File: src/rtl/lsu_bus_pkg.sv
// lsu_bus_pkg: shared types, address-map constants and data-path helpers
// for the load/store bus controller.
//   size_e   : request access size (byte / half / word / illegal)
//   state_e  : controller sequencing states
//   region_e : result of address decode
//   decode() : region + alignment / size legality check
//   merge()  : insert store data into a read word (sub-word RMW)
//   extract(): pull a load lane down to bit 0 and extend it
package lsu_bus_pkg;

  typedef enum logic [1:0] {
    SZ_BYTE = 2'b00,
    SZ_HALF = 2'b01,
    SZ_WORD = 2'b10,
    SZ_BAD  = 2'b11
  } size_e;

  typedef enum logic [2:0] {
    ST_IDLE,
    ST_MEM_RD,
    ST_MEM_CAP,
    ST_MEM_WR,
    ST_OP_ACC,
    ST_RESP
  } state_e;

  typedef enum logic [1:0] {
    RG_DMEM,
    RG_OP,
    RG_ERR
  } region_e;

  localparam logic [15:0] DMEM_BASE = 16'h2000;
  localparam logic [15:0] DMEM_MASK = 16'hE000;
  localparam logic [15:0] OP_BASE   = 16'h7000;
  localparam logic [15:0] OP_MASK   = 16'hFFC0;

  // Misaligned or illegal-size accesses are folded into RG_ERR so the
  // controller only has one error path.
  function automatic region_e decode(input logic [15:0] addr, input size_e size);
    region_e r;
    if (size == SZ_BAD)                              r = RG_ERR;
    else if (size == SZ_HALF && addr[0])             r = RG_ERR;
    else if (size == SZ_WORD && addr[1:0] != 2'b00)  r = RG_ERR;
    else if ((addr & DMEM_MASK) == DMEM_BASE)        r = RG_DMEM;
    else if ((addr & OP_MASK) == OP_BASE)            r = RG_OP;
    else                                             r = RG_ERR;
    return r;
  endfunction

  function automatic logic [31:0] merge(input logic [31:0] old_word,
                                        input logic [31:0] wdata,
                                        input size_e       size,
                                        input logic [1:0]  lane);
    logic [31:0] r;
    r = old_word;
    case (size)
      SZ_BYTE: r[{lane, 3'b000} +: 8]     = wdata[7:0];
      SZ_HALF: r[{lane[1], 4'b0000} +: 16] = wdata[15:0];
      default: r = wdata;
    endcase
    return r;
  endfunction

  function automatic logic [31:0] extract(input logic [31:0] word,
                                          input size_e       size,
                                          input logic [1:0]  lane,
                                          input logic        is_unsigned);
    logic [31:0] sh;
    logic [31:0] r;
    case (size)
      SZ_BYTE: begin
        sh = word >> {lane, 3'b000};
        r  = {{24{~is_unsigned & sh[7]}}, sh[7:0]};
      end
      SZ_HALF: begin
        sh = word >> {lane[1], 4'b0000};
        r  = {{16{~is_unsigned & sh[15]}}, sh[15:0]};
      end
      default: begin
        sh = word;
        r  = sh;
      end
    endcase
    return r;
  endfunction

endpackage

File: src/rtl/lsu_rr_arb2.sv
// lsu_rr_arb2: 2-way round-robin arbiter.
//   clk, rst_n : clock, asynchronous active-low reset
//   valid[1:0] : requests
//   en         : arbitration allowed this cycle
//   grant[1:0] : one-hot grant (zero when disabled or idle)
//   ptr        : preferred requester; moves to the loser after each grant
module lsu_rr_arb2 (
  input  logic       clk,
  input  logic       rst_n,
  input  logic [1:0] valid,
  input  logic       en,
  output logic [1:0] grant,
  output logic       ptr
);

  always_comb begin
    grant = 2'b00;
    if (en) begin
      if (!ptr) grant = valid[0] ? 2'b01 : (valid[1] ? 2'b10 : 2'b00);
      else      grant = valid[1] ? 2'b10 : (valid[0] ? 2'b01 : 2'b00);
    end
  end

  // Granting 0 makes 1 preferred next and vice versa: ptr <= grant[0].
  always_ff @(posedge clk or negedge rst_n) begin
    if (!rst_n)      ptr <= 1'b0;
    else if (|grant) ptr <= grant[0];
  end

endmodule

File: src/rtl/lsu_bus_ctrl.sv
// lsu_bus_ctrl: load/store bus sequencer. Arbitrates two requesters,
// decodes DMEM / output-peripheral / unmapped, drives a 1-cycle-latency
// data memory or a combinational-read peripheral bank, and performs
// sub-word stores as read-modify-write.
//   i_req_*  : per-requester request channel, o_req_ready one-hot accept
//   o_rsp_*  : one-cycle response pulse to the owning requester
//   o_mem_*  / i_mem_rdata : synchronous data memory port
//   o_op_*   / i_op_rdata  : peripheral register bank port
module lsu_bus_ctrl
  import lsu_bus_pkg::*;
#(
  parameter int DMEM_AW = 11,
  parameter int OP_AW   = 4
) (
  input  logic                  i_clk,
  input  logic                  i_rst_n,
  input  logic [1:0]            i_req_valid,
  output logic [1:0]            o_req_ready,
  input  logic [1:0][15:0]      i_req_addr,
  input  logic [1:0]            i_req_we,
  input  logic [1:0][1:0]       i_req_size,
  input  logic [1:0]            i_req_unsigned,
  input  logic [1:0][31:0]      i_req_wdata,
  output logic [1:0]            o_rsp_valid,
  output logic [31:0]           o_rsp_rdata,
  output logic                  o_rsp_err,
  output logic                  o_mem_en,
  output logic                  o_mem_we,
  output logic [DMEM_AW-1:0]    o_mem_addr,
  output logic [31:0]           o_mem_wdata,
  input  logic [31:0]           i_mem_rdata,
  output logic                  o_op_we,
  output logic [OP_AW-1:0]      o_op_addr,
  output logic [31:0]           o_op_wdata,
  input  logic [31:0]           i_op_rdata
);

  state_e                state_reg, state_next;
  logic                  id_reg;
  logic [DMEM_AW+1:0]    addr_reg;
  logic                  we_reg;
  size_e                 size_reg;
  logic                  uns_reg;
  logic [31:0]           wdata_reg;
  logic [31:0]           rd_reg;
  logic                  err_reg;

  logic [1:0]            grant;
  logic                  arb_ptr;
  logic                  sel;
  logic                  accept;
  size_e                 size_in;
  region_e               region_in;

  // Gating with reset keeps ready low while reset is held.
  lsu_rr_arb2 u_arb (
    .clk   (i_clk),
    .rst_n (i_rst_n),
    .valid (i_req_valid),
    .en    (state_reg == ST_IDLE && i_rst_n),
    .grant (grant),
    .ptr   (arb_ptr)
  );

  assign sel       = grant[1];
  assign accept    = |grant;
  assign size_in   = size_e'(i_req_size[sel]);
  // Decode on the payload being latched so an error can respond at T+1.
  assign region_in = decode(i_req_addr[sel], size_in);
  assign o_req_ready = grant;

  always_comb begin
    state_next = state_reg;
    case (state_reg)
      ST_IDLE: begin
        if (accept) begin
          if (region_in == RG_ERR)                        state_next = ST_RESP;
          else if (region_in == RG_OP)                    state_next = ST_OP_ACC;
          else if (i_req_we[sel] && size_in == SZ_WORD)   state_next = ST_MEM_WR;
          else                                            state_next = ST_MEM_RD;
        end
      end
      ST_MEM_RD:  state_next = ST_MEM_CAP;
      ST_MEM_CAP: state_next = we_reg ? ST_MEM_WR : ST_RESP;
      ST_MEM_WR:  state_next = ST_RESP;
      ST_OP_ACC:  state_next = ST_RESP;
      ST_RESP:    state_next = ST_IDLE;
      default:    state_next = ST_IDLE;
    endcase
  end

  always_ff @(posedge i_clk or negedge i_rst_n) begin
    if (!i_rst_n) begin
      state_reg <= ST_IDLE;
      id_reg    <= 1'b0;
      addr_reg  <= '0;
      we_reg    <= 1'b0;
      size_reg  <= SZ_BYTE;
      uns_reg   <= 1'b0;
      wdata_reg <= '0;
      rd_reg    <= '0;
      err_reg   <= 1'b0;
    end else begin
      state_reg <= state_next;
      if (accept) begin
        id_reg    <= sel;
        addr_reg  <= i_req_addr[sel][DMEM_AW+1:0];
        we_reg    <= i_req_we[sel];
        size_reg  <= size_in;
        uns_reg   <= i_req_unsigned[sel];
        wdata_reg <= i_req_wdata[sel];
        err_reg   <= (region_in == RG_ERR);
      end
      if (state_reg == ST_MEM_CAP)             rd_reg <= i_mem_rdata;
      if (state_reg == ST_OP_ACC && !we_reg)   rd_reg <= i_op_rdata;
    end
  end

  // Strobes depend only on state, so an asynchronous reset drops them at once
  // and an interrupted RMW never reaches MEM_WR.
  always_comb begin
    o_mem_en    = (state_reg == ST_MEM_RD) || (state_reg == ST_MEM_WR);
    o_mem_we    = (state_reg == ST_MEM_WR);
    o_mem_addr  = addr_reg[DMEM_AW+1:2];
    o_mem_wdata = '0;
    if (state_reg == ST_MEM_WR)
      o_mem_wdata = merge(rd_reg, wdata_reg, size_reg, addr_reg[1:0]);
    o_op_we    = (state_reg == ST_OP_ACC) && we_reg;
    o_op_addr  = addr_reg[OP_AW+1:2];
    o_op_wdata = '0;
    if (o_op_we)
      o_op_wdata = merge(i_op_rdata, wdata_reg, size_reg, addr_reg[1:0]);
    o_rsp_valid = 2'b00;
    o_rsp_err   = 1'b0;
    o_rsp_rdata = '0;
    if (state_reg == ST_RESP) begin
      o_rsp_valid = id_reg ? 2'b10 : 2'b01;
      o_rsp_err   = err_reg;
      if (!err_reg && !we_reg)
        o_rsp_rdata = extract(rd_reg, size_reg, addr_reg[1:0], uns_reg);
    end
  end

endmodule

File: config.mk
export PLATFORM = sky130hd
export DESIGN_NAME = lsu_bus_ctrl
export DESIGN_NICKNAME = d
export VERILOG_FILES = /design/src/rtl/lsu_bus_pkg.sv /design/src/rtl/lsu_rr_arb2.sv /design/src/rtl/lsu_bus_ctrl.sv
export SDC_FILE = /design/constraint.sdc
export NUM_CORES = 1
export LEC_CHECK = 0
export ABC_CLOCK_PERIOD_IN_PS = 3550
export CORE_MARGIN = 5
export CORE_UTILIZATION = 35
export CTS_CLUSTER_DIAMETER = 40
export DETAILED_ROUTE_END_ITERATION = 7
export PLACE_DENSITY = 0.69
export SLEW_MARGIN = 20
export SYNTH_ARGS = -nofsm -noshare
export SYNTH_HDL_FRONTEND = slang
export SYNTH_SLANG_ARGS = --single-unit
File: constraint.sdc
create_clock -name i_clk -period 3.55 [get_ports i_clk]
set_clock_uncertainty 0.15 [all_clocks]
set_input_delay 0.8875 -clock i_clk [delete_from_list [all_inputs] [get_ports i_clk]]
set_output_delay 0.8875 -clock i_clk [all_outputs]
set_load 0.005 [all_outputs]
==> results by group <==
Outcome
  • Outcome: complete, no violations

Yosys
  • Count of mapped cells out of synthesis: 947
  • Sequential cell area fraction in the yosys report: 29.7%
  • Average footprint of a synthesized cell: 7.75 um^2
  • Post-synth EDFFs: 0
  • Summed instance area of the synthesized netlist: 0.00734 mm^2
  • Register bit total from synthesis: 87
  • Synth Net Count: 1126
  • Yosys warnings: 0
  • Async set-or-reset flop fraction in the synthesized netlist: 100%
  • Number of library cell types mapped by synthesis: 50
  • Top flip-flop cell by instance count after synthesis: sky130_fd_sc_hd__dfrtp_1

Pwr
  • Pleak: 0.00516 uW
  • Comb power frac: 59.5%
  • P_sw: 4130 uW
  • Clock network fraction of total power: 12.6%
  • Cell area power density: 762 mW/mm^2
  • Max VDD drop: 0.387 mV
  • Sequential share of power: 27.9%
  • Power Internal: 4540 uW
  • Switching share of total power: 47.7%

Global routing
  • Global-route usage over all layers: 26.7%
  • Grt total ovfl: 0
  • Vias in the first global route: 8420
  • First-pass GRT wire length: 49800 um
  • Maximum number of pins on one net before global-route repair: 55
  • Number of antenna violations at the first check in global routing: 0

Cells and area
  • Most frequent cells in the layout: sky130_fd_sc_hd__clkdlybuf4s50_1 (225), sky130_fd_sc_hd__nand2_1 (123), sky130_fd_sc_hd__a21oi_1 (106), sky130_fd_sc_hd__nor2_1 (86)
  • Sequential standard cell area: 0.00218 mm^2
  • Final cell area excluding filler cells: 0.0114 mm^2
  • Area used by multi-input combinational logic: 0.00495 mm^2
  • Filler Cells Inserted: 1990
  • Layout cells sized above 1: 13.1%
  • Most common cell after layout, fill and taps aside: sky130_fd_sc_hd__clkdlybuf4s50_1
  • Number of nets in the layout: 1386
  • Layout area overhead: 55.0%
  • Number of inserted diodes: 0

Setup path
  • Top cell by count, worst path: sky130_fd_sc_hd__buf_4
  • Arrival time at the worst endpoint: 2500 ps
  • Highest cell delay on the worst timing path: 460 ps
  • Worst setup path class: reg -> out
  • Data required time of the critical path: 2510 ps
  • Kind of start point of the critical path: flop
  • Number of buffer and inverter stages on the critical path: 5
  • Top fanout value on the critical path: 4
  • Crit-path leading delay family: buffers and inverters
  • CP endpoint kind: output pin
  • Ordered cell list for the critical path: inv_4 -> ha_4 -> nor4b_4 -> buf_4 -> buf_4 -> buf_4 -> a21oi_1 -> a221oi_2 -> dlygate4sd2_1
  • Worst path slowest cell: sky130_fd_sc_hd__dfrtp_2

Clocking
  • Cts bufs inserted: 9
  • Maximum clock insertion buffer count: 2
  • H-tree lvl count: 3
  • Clock tree from TritonCTS: yes
  • CTS root buffer: sky130_fd_sc_hd__clkbuf_16
  • Hold buffers post-CTS: 0
  • Clk sink count: 87
  • CTS clk-pin slew, worst paths: 70 ps
  • Clock latency of the later-clocked register in the worst-skew pair: 350 ps

Timing
  • Setup repair after global routing missed its margin: yes
  • Total count of max-transition violations in the final report: 0
  • Slew HR: 44.3%
  • Final period utilization: 99.5%
  • Slew @ Worst Pin: 836 ps
  • Total count of hold-check failures in the final report: 0
  • Clock period minus final worst setup slack: 3530 ps
  • Number of failing setup endpoints in the final timing report: 0
  • Final hold slack: 356 ps
  • Peak Freq: 283 MHz
  • Final worst slack: 16.2 ps

Floorplanning
  • X dimension of the die: 155 um
  • Height of the die: 155 um
  • Initial cell density of the core: 35.2%
  • Top Ports: 291
  • Floorplan Core Area: 0.0208 mm^2
  • # rows: 53
  • Die outline area: 0.0240 mm^2

Placed design
  • Number of buffers inserted by port buffering: 290
  • DP HPWL: 23300 um
  • Setup Slack @ Placement: 69.6 ps
  • Post-place instance area: 0.0106 mm^2
  • Weighted congestion reported at the end of routability-driven placement: 0.912

Route
  • Mean routed wirelength per cell: 22.3 um
  • Length of the first detailed-routing pass in iterations: 7
  • Number of DRC markers in iteration 0: 733
  • Via total after detailed routing: 8684
  • Post-route antenna net violation count: 0
  • Vias/cell: 5.84
  • Final wirelength: 33100 um
  • Remaining routing DRC violations: 0

Flow run
  • Max capacitance violation total: 0

Min path
  • Kind of path behind the tightest hold check: reg -> reg
-- worst min-delay path: stages, from the launching register on --
cell                      delay (ps)
sky130_fd_sc_hd__dfrtp_1         360
sky130_fd_sc_hd__nand2_1          50
sky130_fd_sc_hd__nand2_1          60
-- metrics by stage --
stage          setup TNS [ps]  util (%)  std cells  power (uW)
2_1_floorplan               0         -        947        5010
3_3_place_gp                0      50.7       1452        6930
3_5_place_dp                0      50.7       1452        7020
4_1_cts                 -89.3      53.6       1480        8420
5_1_grt                 -82.9      54.7       1487        9230
6_report                    0      54.7       1487        8680
-- path summary, 6_finish.rpt --
path | cells after the start | endpoint | from | slack, ps
worst max-delay path | 9 | o_mem_wdata[27] | addr_reg[1]$_DFFE_PN0P_ | 20
worst min-delay path | 2 | id_reg$_DFFE_PN0P_ | id_reg$_DFFE_PN0P_ | 360
worst max register to register | 10 | state_reg[2]$_DFFE_PN0P_ | state_reg[1]$_DFFE_PN0P_ | 830
worst min register to register | 2 | id_reg$_DFFE_PN0P_ | id_reg$_DFFE_PN0P_ | 360
max in group asynchronous | 3 | state_reg[2]$_DFFE_PN0P_ | i_rst_n | 1560
min in group asynchronous | 2 | wdata_reg[9]$_DFFE_PN0P_ | i_rst_n | 480
-- metal layers --
layer	GRT usage, %	wire length (um)	vias up
met4	10.5	1260	0
met3	6.80	3510	79
met1	34.4	12800	4141
met5	0	0	-
met2	43.1	15500	507
li1	-	-	3957
-- power by group through the flow --
stage | clock [uW] | combinational [uW] | sequential (uW)
2_1_floorplan | 0 | 3150 | 1860
3_3_place_gp | 0 | 4580 | 2350
3_5_place_dp | 0 | 4640 | 2370
4_1_cts | 1120 | 4930 | 2370
5_1_grt | 1150 | 5610 | 2480
6_report | 1090 | 5160 | 2420
-- logic make-up after synthesis --
| family | synth area share, % |
|---|---|
| compound gates | 30.4 |
| simple gates | 21.4 |
| buf+inv | 7.14 |
| flops | 29.7 |
| mux | 10.2 |
| fa+ha+maj | 1.19 |
-- area by class of cell --
| cell class | count | area share (%) |
|---|---|---|
| multi-input cells | 746 | 43.5 |
| repair buffers | 354 | 31.0 |
| flip-flops and latches | 87 | 19.2 |
| well taps | 275 | 3.02 |
| clock buffers | 12 | 2.25 |
| clock inverters | 4 | 0.682 |
| inverters | 9 | 0.363 |
-- Yosys cell counts (3+ instances only) --
library cell	n	share of area (%)
sky130_fd_sc_hd__a2111oi_2	7	1.4
sky130_fd_sc_hd__a211oi_1	16	1.6
sky130_fd_sc_hd__a21boi_0	16	1.6
sky130_fd_sc_hd__a21oi_1	111	7.6
sky130_fd_sc_hd__a221oi_1	48	5.7
sky130_fd_sc_hd__a22oi_1	32	3.3
sky130_fd_sc_hd__and3_1	3	0.26
sky130_fd_sc_hd__buf_1	13	0.66
sky130_fd_sc_hd__buf_2	20	1.4
sky130_fd_sc_hd__buf_4	17	1.7
sky130_fd_sc_hd__clkbuf_1	54	2.8
sky130_fd_sc_hd__dfrtp_1	87	30
sky130_fd_sc_hd__ha_1	7	1.2
sky130_fd_sc_hd__inv_1	7	0.36
sky130_fd_sc_hd__mux2i_1	54	7.4
sky130_fd_sc_hd__mux4_2	7	2.1
sky130_fd_sc_hd__nand2_1	123	6.3
sky130_fd_sc_hd__nand2b_1	85	7.2
sky130_fd_sc_hd__nand3b_1	3	0.31
sky130_fd_sc_hd__nand4_1	3	0.26
sky130_fd_sc_hd__nor2_1	90	4.6
sky130_fd_sc_hd__nor2b_1	3	0.26
sky130_fd_sc_hd__nor3_1	3	0.20
sky130_fd_sc_hd__o21a_1	3	0.31
sky130_fd_sc_hd__o21ai_0	61	4.2
sky130_fd_sc_hd__o21ai_1	5	0.34
sky130_fd_sc_hd__o22ai_1	40	3.4
-- repair_timing --
action | 4_1_cts | 5_1_grt
resized for setup | 85 | 47
gates cloned | 3 | 0
setup endpoints to repair | 86 | 49
pin swaps | 16 | 16
setup buffers | 9 | 7
endpoints found under the hold margin | 0 | 0
Power figures use the tool's default switching activity.
